$ cat config.mk
export PLATFORM = sky130hd
export DESIGN_NAME = fetch_stage
export DESIGN_NICKNAME = d
export VERILOG_FILES = /design/src/rtl/fetch_stage.sv
export SDC_FILE = /design/constraint.sdc
export NUM_CORES = 1
export LEC_CHECK = 0
export BUFFER_PORTS_ARGS = -buffer_cell sky130_fd_sc_hd__buf_2
export CAP_MARGIN = 20
export CORE_MARGIN = 2
export CORE_UTILIZATION = 48
export CTS_CLUSTER_DIAMETER = 100
export CTS_CLUSTER_SIZE = 20
export DETAILED_ROUTE_END_ITERATION = 8
export PLACE_DENSITY = 0.79
export SYNTH_ARGS = -nofsm -noshare
export SYNTH_HDL_FRONTEND = slang
export SYNTH_SLANG_ARGS = --single-unit
$ cat constraint.sdc
create_clock -name clk -period 2.6 [get_ports clk]
set_clock_uncertainty 0.2 [all_clocks]
set_input_delay 0.26 -clock clk [delete_from_list [all_inputs] [get_ports clk]]
set_output_delay 0.26 -clock clk [all_outputs]
set_load 0.01 [all_outputs]
$ cat src/rtl/fetch_stage.sv
// Instruction fetch stage: owns the PC, fetches words over a req/ack handshake,
// and holds each returned instruction until decode accepts it.
module fetch_stage #(
  parameter int              XLEN     = 32,
  parameter logic [XLEN-1:0] RESET_PC = '0
) (
  input  logic            clk,
  input  logic            rst_n,
  output logic            imem_req,
  output logic [XLEN-1:0] imem_addr,
  input  logic            imem_ack,
  input  logic [XLEN-1:0] imem_rdata,
  input  logic            stall,
  input  logic            redirect_valid,
  input  logic [XLEN-1:0] redirect_pc,
  output logic            if_valid,
  output logic [XLEN-1:0] if_instr,
  output logic [XLEN-1:0] if_pc,
  output logic [6:0]      if_opcode,
  output logic            fetch_err
);

  typedef enum logic [1:0] {
    S_IDLE,
    S_FETCH,
    S_VALID
  } state_t;

  state_t          r_state;
  state_t          w_next_state;
  logic [XLEN-1:0] r_pc;
  logic [XLEN-1:0] r_if_instr;
  logic [XLEN-1:0] r_if_pc;
  logic            r_if_valid;
  logic            r_fetch_err;

  // Redirect outranks both ack and stall, whatever the current state.
  always_comb begin
    w_next_state = r_state;
    imem_req     = 1'b0;
    if (r_state == S_FETCH) begin
      imem_req = 1'b1;
    end
    if (redirect_valid) begin
      w_next_state = S_FETCH;
    end else begin
      case (r_state)
        S_IDLE:  w_next_state = S_FETCH;
        S_FETCH: if (imem_ack) w_next_state = S_VALID;
        S_VALID: if (!stall) w_next_state = S_FETCH;
        default: w_next_state = S_IDLE;
      endcase
    end
  end

  always_ff @(posedge clk) begin
    if (!rst_n) begin
      r_state     <= S_IDLE;
      r_pc        <= RESET_PC;
      r_if_valid  <= 1'b0;
      r_if_instr  <= '0;
      r_if_pc     <= '0;
      r_fetch_err <= 1'b0;
    end else begin
      r_state <= w_next_state;
      if (redirect_valid) begin
        r_pc       <= {redirect_pc[XLEN-1:2], 2'b00};
        r_if_valid <= 1'b0;
        if (redirect_pc[1:0] != 2'b00) begin
          r_fetch_err <= 1'b1;
        end
      end else if (r_state == S_FETCH && imem_ack) begin
        r_if_instr <= imem_rdata;
        r_if_pc    <= r_pc;
        r_if_valid <= 1'b1;
        r_pc       <= r_pc + XLEN'(4);
      end else if (r_state == S_VALID && !stall) begin
        r_if_valid <= 1'b0;
      end
    end
  end

  assign imem_addr = r_pc;
  assign if_valid  = r_if_valid;
  assign if_instr  = r_if_instr;
  assign if_pc     = r_if_pc;
  assign if_opcode = r_if_instr[6:0];
  assign fetch_err = r_fetch_err;

endmodule

Word level (Yosys, flattened, before mapping)
Cells that the tools add are included.
Widths: inputs -> output; s select.
{ "classes": {"reduce_logical": 12, "bitwise_logic": 2, "n_addsub": 1, "n_mux": 9, "eq_ne": 6} }
{ "ops": {"columns": ["operator", "n"], "rows": [
  ["$mux 32", 2],
  ["$add 32x3->32 const B", 1],
  ["$reduce_and 2->1", 4],
  ["$ne 3x3->1 const B", 2],
  ["$pmux 2 s3", 1],
  ["$reduce_bool 2->1", 3],
  ["$mux 1", 4],
  ["$mux 2", 2],
  ["$ne 2x2->1 const B", 2],
  ["$eq 2x1->1 const B", 1],
  ["$eq 2x2->1 const B", 1],
  ["$logic_and 1x1->1", 2],
  ["$logic_not 2->1", 1],
  ["$not 1->1", 2],
  ["$reduce_or 2->1", 1],
  ["$logic_not 1->1", 1]
]} }
{ "totals": {"reg_bits": 100, "word_cells": 38, "inputBits": 69, "output_inout_bits": 106} }

Logic depth before layout (Yosys ltp)
{ "logic_depth": {"depth_word": 4, "depth_mapped": 6, "ltp_nobuf": 5} }

Least setup slack after synthesis
OpenSTA, ideal clock, no wires.
{ "synth_path": {"kind": "reg2reg", "start": "register r_state[1]", "end": "register r_pc[21] (netlist: imem_addr[21])", "path_slack_ns": 0.564, "period_less_slack_ns": 2.036, "stages_incl_launch_ff": 6, "path_buffers": 1, "required_time_ns": 2.278, "arrival_time_ns": 1.714, "setup_ns": 0.122, "path_cell_list": "dfxtp_1 -> nand3b_2 -> buf_6 -> or4_4 -> o21a_1 -> o311a_1"} }
{ "synth_via": {"elab_chain_cells": 3} }
{ "synth_rtl": {"columns": ["item", "line", "source"], "rows": [
  ["start, declared", "29", "state_t r_state;"],
  ["start signal, assigned", "65", "r_state <= w_next_state;"],
  ["$eq 2x1->1", "72", "end else if (r_state == S_FETCH && imem_ack) begin"],
  ["$logic_and 1x1->1", "72", null],
  ["$reduce_bool 2->1 (no source line)", null, null],
  ["end signal, assigned", "67", "r_pc <= {redirect_pc[XLEN-1:2], 2'b00};"],
  ["end signal, assigned", "76", "r_pc <= r_pc + XLEN'(4);"],
  ["end, declared", "31", "logic [XLEN-1:0] r_pc;"]
]} }
No other way between the ends.
A chain may end at the register's enable or synchronous reset.

Worst setup path after layout
{ "layout_path": {"start": "register r_state[1]", "end": "register r_pc[23] (netlist: imem_addr[23])"} }
The elaborated chain is that of the path after synthesis.

==> flow_summary.toml <==
[min_path]
hold_path_depth = 3
hold_class = "in2reg"

[cells_and_area]
multi_input_area_sq_um = 2180
synthToLayoutAreaGrowth_pct = 35.8
regArea_sq_um = 1920
n_fill_cell = 711
fin_nets = 793
design_area_sq_um = 5880
drive_gt1_share_pct = 28.7
antenna_cells = 0

[yosys]
ys_seq_area_share_pct = 44.4
yosys-top-cells-count = "nand2_1, dfxtp_1, a21boi_0"
synth-compound-area-share_pct = 20.9
synth_xor_area_share_pct = 2.02
ys_ff_latch = 96
synth-edff-count = 0
synthAdderAreaFrac_pct = 0.289
yosys.area.top_type = "dfxtp_1"
ys_top_cells_by_area = "dfxtp_1, nand2_1, a21boi_0"
synth.most_common_cell = "nand2_1"
synth_top_family_by_area = "simple AND/OR/NAND/NOR gates"
synth_mux_area_share_pct = 0.231
postSynthCellCount = 528
syn_area_sq_um = 4330
synth_top_area_share_pct = 44.4
ys_types = 52
async_reset_ff_share_pct = 0
ys_warn_count = 0
synthSimpleGateAreaFrac_pct = 26.3
ys.flop_type = "dfxtp_1"
synth.avg_cell_area_sq_um = 8.19

[critical_path]
startpoint_type = "register"
r2r_slack_ns = 0.35
end_kind = "register"
cp.required_ns = 2.68
cp_data_arrival_time_ns = 2.33
cp_max_fo = 7
r2r.worst_path.cells = 5
path_class = "reg2reg"

[global_routing]
grt.overflow.total = 0
grt_pass1_wl_um = 20500
grt_pass1_vias = 4294
grt_use_total_pct = 25.5
antenna_found_initial = 0
grt_max_degree = 43

[sta]
fin_setup_tns_ns = 0
final_max_slew_viol_count = 0
rsz0062_at_grt = "no"
slew-limit-headroom_pct = 54.9
worstMarginPinSlew_ns = 0.672
hold_violations = 0
finalCritPeriodShare_pct = 86.4
period_needed_ns = 2.25
setup_viol = 0
timing.fmax_ghz = 0.445

[clock_network]
max-clock-path-buffers = 2
ctsHtreeMaxLevel = 3
clkLatencyLatePin_ns = 0.36
tritoncts = "built"
cts_setup_buffers = 0
cts.sinks = 96
clock-root-buffer = "clkbuf_8"
cts_buffers = 9
path_clk_slew_ns = 0.10

[place]
gp_congestion = 0.847
portBuffers = 170
placed_area_sq_um = 5210
detailed_place_hpwl_um = 8410

[pwr]
p_leak_nw = 2.54
p_per_area_nw_per_um2 = 521
ir_drop_uv = 276

[drt]
drc_errors = 0
first_iter_violations = 266
ant_nets = 0
first_pass_iters = 5
routed_wl_um = 12500
vias = 4495
viasPerCell = 5.38
drt-wirelength-per-cell_um = 14.9

[floorplan]
rows = 34
die-area_sq_um = 9790
die_width_um = 98.9
pin_count = 175
coreArea_sq_um = 8720
dieHeight_um = 98.9
initial_utilization_pct = 49.6

[flow_run]
maxCapViolCount = 0

[outcome]
status = "finished, final reports clean"
[critical path: stages, from the launching register on]
cell      delay, ns
dfxtp_1        0.36
nand3b_2       0.33
buf_4          0.23
nor4_2         0.63
a311oi_1       0.19
nor3b_1        0.23
[timing repair]
action / CTS / global route
hold buffers: 45 / 0
endpoints found under the hold margin: 45 / 0
resized for setup: 0 / 0
setup endpoints to repair: 0 / 0
[cell type report]
type                       instances  area share (%)
sequential                        96            32.7
tap                              108            2.30
clock buffer                      10            2.34
timing repair buffer             228            23.8
inverter                           6           0.383
multi-input combinational        382            37.2
clock inverter                     6            1.28
[registers in the layout, summed over array words and instances, names as in the netlist]
| name | count |
|---|---|
| imem_addr | 30 |
| if_valid | 1 |
| fetch_err | 1 |
| if_instr | 32 |
| if_pc | 30 |
| r_state | 2 |
[report_power, final]
| group | total (mW) | switching, mW | internal, mW |
|---|---|---|---|
| combinational | 0.409 | 0.206 | 0.203 |
| clock | 1.05 | 0.560 | 0.487 |
| sequential | 1.60 | 0.0735 | 1.53 |
[cells in the final DEF, fill, tap and decap left out, types with 3 or more instances in the layout]
| cell | Yosys | layout |
|---|---|---|
| a311oi_1 | 4 | 4 |
| inv_1 | 6 | 6 |
| nor4b_1 | 3 | 3 |
| nand2_1 | 139 | 139 |
| o211a_1 | 5 | 5 |
| nand4_1 | 10 | 10 |
| buf_4 | 11 | 13 |
| and2_1 | 3 | 3 |
| a21oi_1 | 14 | 14 |
| clkbuf_8 | 0 | 10 |
| and4_1 | 7 | 7 |
| and3_1 | 4 | 4 |
| nor2b_1 | 6 | 6 |
| a211oi_1 | 5 | 5 |
| nand2b_1 | 4 | 4 |
| conb_1 | 1 | 4 |
| or3_1 | 3 | 3 |
| dfxtp_1 | 96 | 96 |
| nor3_1 | 10 | 10 |
| nor4_1 | 5 | 4 |
| o21a_1 | 3 | 3 |
| nor2_1 | 13 | 12 |
| xnor2_1 | 8 | 8 |
| nand3_1 | 16 | 15 |
| dlygate4sd3_1 | 0 | 45 |
| o21ai_0 | 27 | 27 |
| a21boi_0 | 62 | 62 |
| buf_2 | 1 | 170 |
[per-stage QoR]
stage               util [%]  std cells  hold WS, ns  setup WS, ns  power [mW]
floorplan                  -        531        0.198         0.564        1.82
global placement        59.8        775        0.246         0.519        1.98
detailed placement      59.8        775        0.253         0.392        1.99
CTS                     67.4        836     0.000754         0.363        3.07
global route            67.4        836      0.00642         0.149        3.21
finish                  67.4        836      0.00261         0.354        3.06
[routing by layer]
metal | up-vias | track usage (%) | part of all wire [%]
met4 | 0 | 7.90 | 2.0
li1 | 2207 | - | -
met1 | 2078 | 32.2 | 44
met5 | - | 0 | 0
met2 | 183 | 43.6 | 47
met3 | 27 | 5.46 | 7.1
[kinds of logic after synthesis]
| logic type | count (synthesis) |
|---|---|
| and+or+nand+nor | 236 |
| AOI/OAI and AO/OA | 130 |
| DFF | 96 |
| buffers and inverters | 53 |
| xor gates and xnor gates | 10 |
| adders and majority gates | 1 |
| other | 1 |
| muxes | 1 |
[path summary, 6_finish.rpt]
kind                                              start                          to
worst min-delay path                     redirect_pc[8]   imem_addr[8]$_SDFFE_PN0P_
worst min register to register   if_pc[17]$_SDFFE_PN0P_      if_pc[17]$_SDFFE_PN0P_
worst max register to register  r_state[1]$_SDFFE_PP0P_  imem_addr[23]$_SDFFE_PN0P_
worst max-delay path            r_state[1]$_SDFFE_PP0P_  imem_addr[23]$_SDFFE_PN0P_
No activity file was read; power rests on OpenSTA's default activity.
